<file path="src/rtl/fetch_unit_pkg.sv">
// Purpose : shared definitions for the fetch stage (FSM states, NOP encoding,
//           default exception vector, instruction field positions).
// Latency : n/a (definitions only).  Backpressure: n/a.
package fetch_unit_pkg;

    // FSM state encoding, kept as plain constants for legacy tools.
    typedef logic [0:0] fetch_state_t;
    localparam fetch_state_t ST_RUN = 1'b0;
    localparam fetch_state_t ST_EXC = 1'b1;

    // A bubble in IF/ID is encoded as this instruction word.
    localparam logic [15:0] NOP_INSTR          = 16'h0000;
    localparam logic [15:0] DEFAULT_EXC_VECTOR = 16'h0040;

    // Instruction field positions.
    localparam int OPCODE_MSB = 15;
    localparam int OPCODE_LSB = 12;
    localparam int OP1_MSB    = 11;
    localparam int OP1_LSB    = 8;
    localparam int OP2_MSB    = 7;
    localparam int OP2_LSB    = 4;
    localparam int FUNCT_MSB  = 3;
    localparam int FUNCT_LSB  = 0;

    function automatic logic [3:0] get_opcode(input logic [15:0] instr);
        return instr[OPCODE_MSB:OPCODE_LSB];
    endfunction

endpackage

</file>
<file path="src/rtl/fetch_unit_if_id_reg.sv">
// Purpose : IF/ID pipeline register with load / bubble / hold controls.
// Latency : 1 cycle from load to outputs.
// Backpressure: holds contents when neither load nor bubble is asserted.
// Ports   : clk, rst (async active-low), load, bubble, instr_in, pc2_in ->
//           instr, pc2, valid.
module if_id_reg
    import fetch_unit_pkg::*;
(
    input  logic        clk,
    input  logic        rst,
    input  logic        load,
    input  logic        bubble,
    input  logic [15:0] instr_in,
    input  logic [15:0] pc2_in,
    output logic [15:0] instr,
    output logic [15:0] pc2,
    output logic        valid
);

    logic [15:0] instr_q, instr_d;
    logic [15:0] pc2_q, pc2_d;
    logic        valid_q, valid_d;

    // Bubble wins over load; a bubble leaves pc2 untouched.
    always_comb begin
        instr_d = instr_q;
        pc2_d   = pc2_q;
        valid_d = valid_q;
        if (bubble) begin
            instr_d = NOP_INSTR;
            valid_d = 1'b0;
        end else if (load) begin
            instr_d = instr_in;
            pc2_d   = pc2_in;
            valid_d = 1'b1;
        end
    end

    always_ff @(posedge clk or negedge rst) begin
        if (!rst) begin
            instr_q <= NOP_INSTR;
            pc2_q   <= 16'h0000;
            valid_q <= 1'b0;
        end else begin
            instr_q <= instr_d;
            pc2_q   <= pc2_d;
            valid_q <= valid_d;
        end
    end

    assign instr = instr_q;
    assign pc2   = pc2_q;
    assign valid = valid_q;

endmodule

</file>
<file path="src/rtl/fetch_unit.sv">
// Purpose : instruction fetch stage: PC, redirect/exception FSM, IF/ID register.
// Latency : 1 cycle (word at imem_addr appears on ifid_instr after the next edge).
// Backpressure: stall holds PC and IF/ID; flush bubbles IF/ID even under stall.
// Ports   : clk, rst (async active-low), stall, flush, branch_taken,
//           branch_target, exception, imem_data -> imem_addr, ifid_instr,
//           ifid_pc2, ifid_valid, epc, align_fault.
// Config  : define FETCH_ALIGN_CHECK_EN to trap odd branch targets; otherwise
//           bit 0 of the target is dropped and align_fault stays low.
module fetch_unit
    import fetch_unit_pkg::*;
#(
    parameter logic [15:0] RESET_PC   = 16'h0000,
    parameter logic [15:0] EXC_VECTOR = DEFAULT_EXC_VECTOR
) (
    input  logic        clk,
    input  logic        rst,
    input  logic        stall,
    input  logic        flush,
    input  logic        branch_taken,
    input  logic [15:0] branch_target,
    input  logic        exception,
    output logic [15:0] imem_addr,
    input  logic [15:0] imem_data,
    output logic [15:0] ifid_instr,
    output logic [15:0] ifid_pc2,
    output logic        ifid_valid,
    output logic [15:0] epc,
    output logic        align_fault
);

    fetch_state_t state_q, state_d;
    logic [15:0]  pc_q, pc_d;
    logic [15:0]  epc_q, epc_d;
    logic         align_fault_q, align_fault_d;

    logic         ifid_load, ifid_bubble;
    logic [15:0]  pc_plus2;
    logic [15:0]  tgt;
    logic         misaligned;

    assign pc_plus2 = pc_q + 16'd2;

`ifdef FETCH_ALIGN_CHECK_EN
    assign tgt        = branch_target;
    assign misaligned = branch_target[0];
`else
    assign tgt        = {branch_target[15:1], 1'b0};
    assign misaligned = 1'b0;
    logic unused_tgt_lsb;
    assign unused_tgt_lsb = branch_target[0];
`endif

    always_comb begin
        state_d       = state_q;
        pc_d          = pc_q;
        epc_d         = epc_q;
        align_fault_d = 1'b0;
        ifid_load     = 1'b0;
        ifid_bubble   = 1'b0;

        if (state_q == ST_RUN && exception && ifid_valid) begin
            // Instruction in IF/ID is bad: record its own address.
            epc_d       = ifid_pc2 - 16'd2;
            pc_d        = EXC_VECTOR;
            ifid_bubble = 1'b1;
            state_d     = ST_EXC;
        end else if (state_q == ST_RUN && branch_taken && misaligned) begin
            align_fault_d = 1'b1;
            epc_d         = branch_target;
            pc_d          = EXC_VECTOR;
            ifid_bubble   = 1'b1;
            state_d       = ST_EXC;
        end else if (state_q == ST_RUN && branch_taken) begin
            pc_d        = tgt;
            ifid_bubble = 1'b1;
        end else begin
            // Normal fetch; EXC lands here too since it ignores redirects.
            if (!stall) begin
                pc_d      = pc_plus2;
                ifid_load = 1'b1;
            end
            ifid_bubble = flush;
            state_d     = ST_RUN;
        end
    end

    always_ff @(posedge clk or negedge rst) begin
        if (!rst) begin
            state_q       <= ST_RUN;
            pc_q          <= RESET_PC;
            epc_q         <= 16'h0000;
            align_fault_q <= 1'b0;
        end else begin
            state_q       <= state_d;
            pc_q          <= pc_d;
            epc_q         <= epc_d;
            align_fault_q <= align_fault_d;
        end
    end

    if_id_reg u_if_id_reg (
        .clk      (clk),
        .rst      (rst),
        .load     (ifid_load),
        .bubble   (ifid_bubble),
        .instr_in (imem_data),
        .pc2_in   (pc_plus2),
        .instr    (ifid_instr),
        .pc2      (ifid_pc2),
        .valid    (ifid_valid)
    );

    assign imem_addr   = pc_q;
    assign epc         = epc_q;
    assign align_fault = align_fault_q;

endmodule

</file>
<file path="config.mk">
export PLATFORM = sky130hd
export DESIGN_NAME = fetch_unit
export DESIGN_NICKNAME = d
export VERILOG_FILES = /design/src/rtl/fetch_unit_pkg.sv /design/src/rtl/fetch_unit_if_id_reg.sv /design/src/rtl/fetch_unit.sv
export SDC_FILE = /design/constraint.sdc
export NUM_CORES = 1
export LEC_CHECK = 0
export ABC_AREA = 1
export BUFFER_PORTS_ARGS = -buffer_cell sky130_fd_sc_hd__buf_2
export CORE_UTILIZATION = 50
export DETAILED_ROUTE_END_ITERATION = 8
export HOLD_SLACK_MARGIN = 0.15
export PLACE_DENSITY = 0.79
export SKIP_CTS_REPAIR_TIMING = 1
export SYNTH_ARGS = -nofsm -noshare
export SYNTH_HDL_FRONTEND = slang
export SYNTH_SLANG_ARGS = --single-unit
</file>
<file path="constraint.sdc">
create_clock -name clk -period 1.8 [get_ports clk]
set_input_delay 0.18 -clock clk [delete_from_list [all_inputs] [get_ports clk]]
set_output_delay 0.18 -clock clk [all_outputs]
set_load 0.05 [all_outputs]
</file>
==> reports/metrics.yaml <==
drt:
  wire_per_inst_um: 13.60
  drt_drc_violations_left: 0
  dr_total_vias: 3071
  drtPass1Iterations: 5
  routed_wl_um: 8092
  ant_nets: 0
  vias_per_cell: 5.161
  drtIter0Drc: 178
critical_path:
  crit_path_max_fanout: 5
  cp_cell_sequence: "ha_1 -> nand2_2 -> nor2_4 -> nand2_2 -> o21bai_1 -> nand3_1 -> nand2_1 -> nand2_1"
  reg2reg_slack_ns: 0.27
  crit_path_end_kind: "flop"
  slowest_delay_ns: 0.43
  cp.buffers_inverters: 0
  critical_path.top_delay_family: "simple AND/OR/NAND/NOR gates"
  startpoint: "imem_addr[2]"
  worst_setup_path_start_kind: "flop"
  path_class: "reg2reg"
  worst_r2r_endpoint: "imem_addr[11]"
  reg2reg_depth: 8
  slowest_stage: "dfrtp_1"
  r2r_start: "imem_addr[2]"
  required_ns: 2.04
  cp.arrival_ns: 1.77
synthesis:
  synth_cell_type_count: 32
  ys_seq_elements: 63
  synth_warnings: 0
  avgSynthCellArea_um2: 8.166
  synth.top_cell.area_share_pct: 48.63
  synthCells: 397
  synth_top_cell_by_area: "dfrtp_1"
  netlist_area_um2: 3242
  ys_seq_area_share_pct: 48.63
  ys_top_cells_by_area: "dfrtp_1 49%, nand2_1 14%, nor2_1 5.7%"
timing:
  finalCriticalPeriod_ns: 1.532
  fin_skew_ns: 0.01011
  setup_tns_ns: 0
  hold_violations: 0
  post-route-period-util_pct: 85.11
  final-setup-viol-count: 0
  worst_slack_ns: 0.2680
  rsz0062_at_grt: "no"
  final-max-slew-violation-count: 0
  max_freq_ghz: 0.6527
cts:
  clk_path_buf_depth: 2
  clkSinkCount: 63
  clk_pin_slew_worst_paths_ns: 0.07
  cts_max_level: 3
  cts_root_buf: "clkbuf_8"
  worst_skew_pair.late_latency_ns: 0.35
  cts_tree: "done"
  numCtsBuffers: 9
global_route:
  grt_max_degree: 64
  grt_pass1_wl_um: 12370
  gr-usage-all-layers_pct: 24.38
  grt_pass1_vias: 2697
  grt-ovfl-total: 0
  antenna_found_initial: 0
pwr:
  irDropWorstVdd_v: 0.001039
  powerDensity_nw_per_um2: 1316
  p_leak_nw: 2.187
placement:
  place_congestion: 0.8137
  pre_cts_ws_ns: 0.3279
  place_hpwl_um: 5456
  portBuffers: 98
layout:
  n_antenna_cell: 0
  layout_commonest_cell: "nand2_1"
  final_cell_mix: "117 x nand2_1, 98 x buf_2, 63 x dfrtp_1"
  regArea_um2: 1577
  area_delta_synth_final_pct: 27.25
  n_fill_cell: 495
  final_nets: 556
  drive_gt1_share_pct: 26.92
  multiInputGateArea_um2: 1458
floorplanning:
  die_width_um: 82.52
  rows: 28
  coreArea_um2: 6096
  die_h_um: 82.52
  initial_core_util_pct: 53.18
  io_pins: 104
  dieArea_um2: 6810
hold_path:
  hold_path.class: "in2reg"
  hold_depth: 3
  whs_endpoint: "imem_addr[6]"
  holdCritStartpoint: "branch_target[6]"
outcome:
  outcome: "completed"
job:
  cap_violations: 0
[metrics by stage]
stage	util (%)	std cells	area [um^2]	power, W	hold WS (ns)
finish	67.67	595	4125	0.005430	0.1363
global route	67.67	595	4125	0.005751	0.1696
CTS	64.72	577	3945	0.005409	-0.1574
detailed placement	62.03	562	3781	0.004339	0.2176
global placement	62.03	562	3781	0.004293	0.2133
floorplan	-	400	3253	0.003764	-0.1156
[area by class of cell]
type	count	area share (%)
Clock buffer	11	3.427
Multi-Input combinational cell	291	35.34
Timing Repair Buffer	121	17.47
Clock inverter	4	0.5460
Sequential cell	63	38.22
Inverter	30	2.730
Tap cell	75	2.275
[report_power, final]
part           total (W)  internal [W]  switching (W)
combinational    0.00236      0.000584        0.00177
clock            0.00108      0.000522       0.000555
sequential       0.00200       0.00171       0.000285
[cell usage after synthesis]
master / number
a22o_1: 16
clkbuf_1: 3
buf_4: 7
nand2_8: 1
buf_6: 2
a21oi_1: 2
o21bai_2: 1
nand3_1: 32
inv_1: 27
nand3b_1: 1
conb_1: 1
nand2_1: 117
ha_1: 2
nand4_1: 7
or2_1: 1
dfrtp_1: 63
o21ai_0: 17
mux2i_1: 1
xor2_1: 4
inv_2: 3
xnor2_1: 4
buf_2: 4
nand2_2: 5
nor2_4: 2
a31oi_1: 6
nand3_4: 2
o211ai_1: 1
nor2_1: 49
nor2_2: 8
o21ai_1: 5
or2_2: 1
o21bai_1: 2
[metal layers]
metal | share of wire [%] | track usage [%]
met1 | 45 | 31.51
met2 | 47 | 38.93
met3 | 5.6 | 6.813
met4 | 1.8 | 9.138
met5 | 0 | 0
[sequential cells by signal, summed over array words and instances, names as in the netlist]
| name | count |
|---|---|
| u_if_id_reg.pc2 | 15 |
| imem_addr | 15 |
| state_q | 1 |
| u_if_id_reg.valid | 1 |
| u_if_id_reg.instr | 16 |
| epc | 15 |
[tightest hold or removal path: cells and delay by family]
| family | cells | cell delay [ns] |
|---|---|---|
| buffers and inverters | 1 | 0.09 |
| AO/OA/AOI/OAI | 2 | 0.18 |
[logic make-up (layout without fill, tap and decap cells)]
kind of cell / after synthesis / after routing / synth area share (%)
XOR/XNOR: 8 / 8 / 2.161
other: 1 / 4 / 0.1157
multiplexers: 1 / 1 / 0.3088
AO/OA/AOI/OAI: 50 / 50 / 10.23
AND/OR/NAND/NOR: 226 / 226 / 31.03
adder cells (fa/ha/maj): 2 / 2 / 0.7718
flip-flops: 63 / 63 / 48.63
buffers and inverters: 46 / 166 / 6.754
[worst max-delay path by stage]
stage,end,depth (start not counted)
after floorplan,u_if_id_reg.pc2[15],8
after global placement,u_if_id_reg.pc2[15],8
after detailed placement,u_if_id_reg.pc2[15],8
after CTS,imem_addr[11],8
after global routing,imem_addr[7],7
final,imem_addr[11],8
No activity file was read; power rests on OpenSTA's default activity.
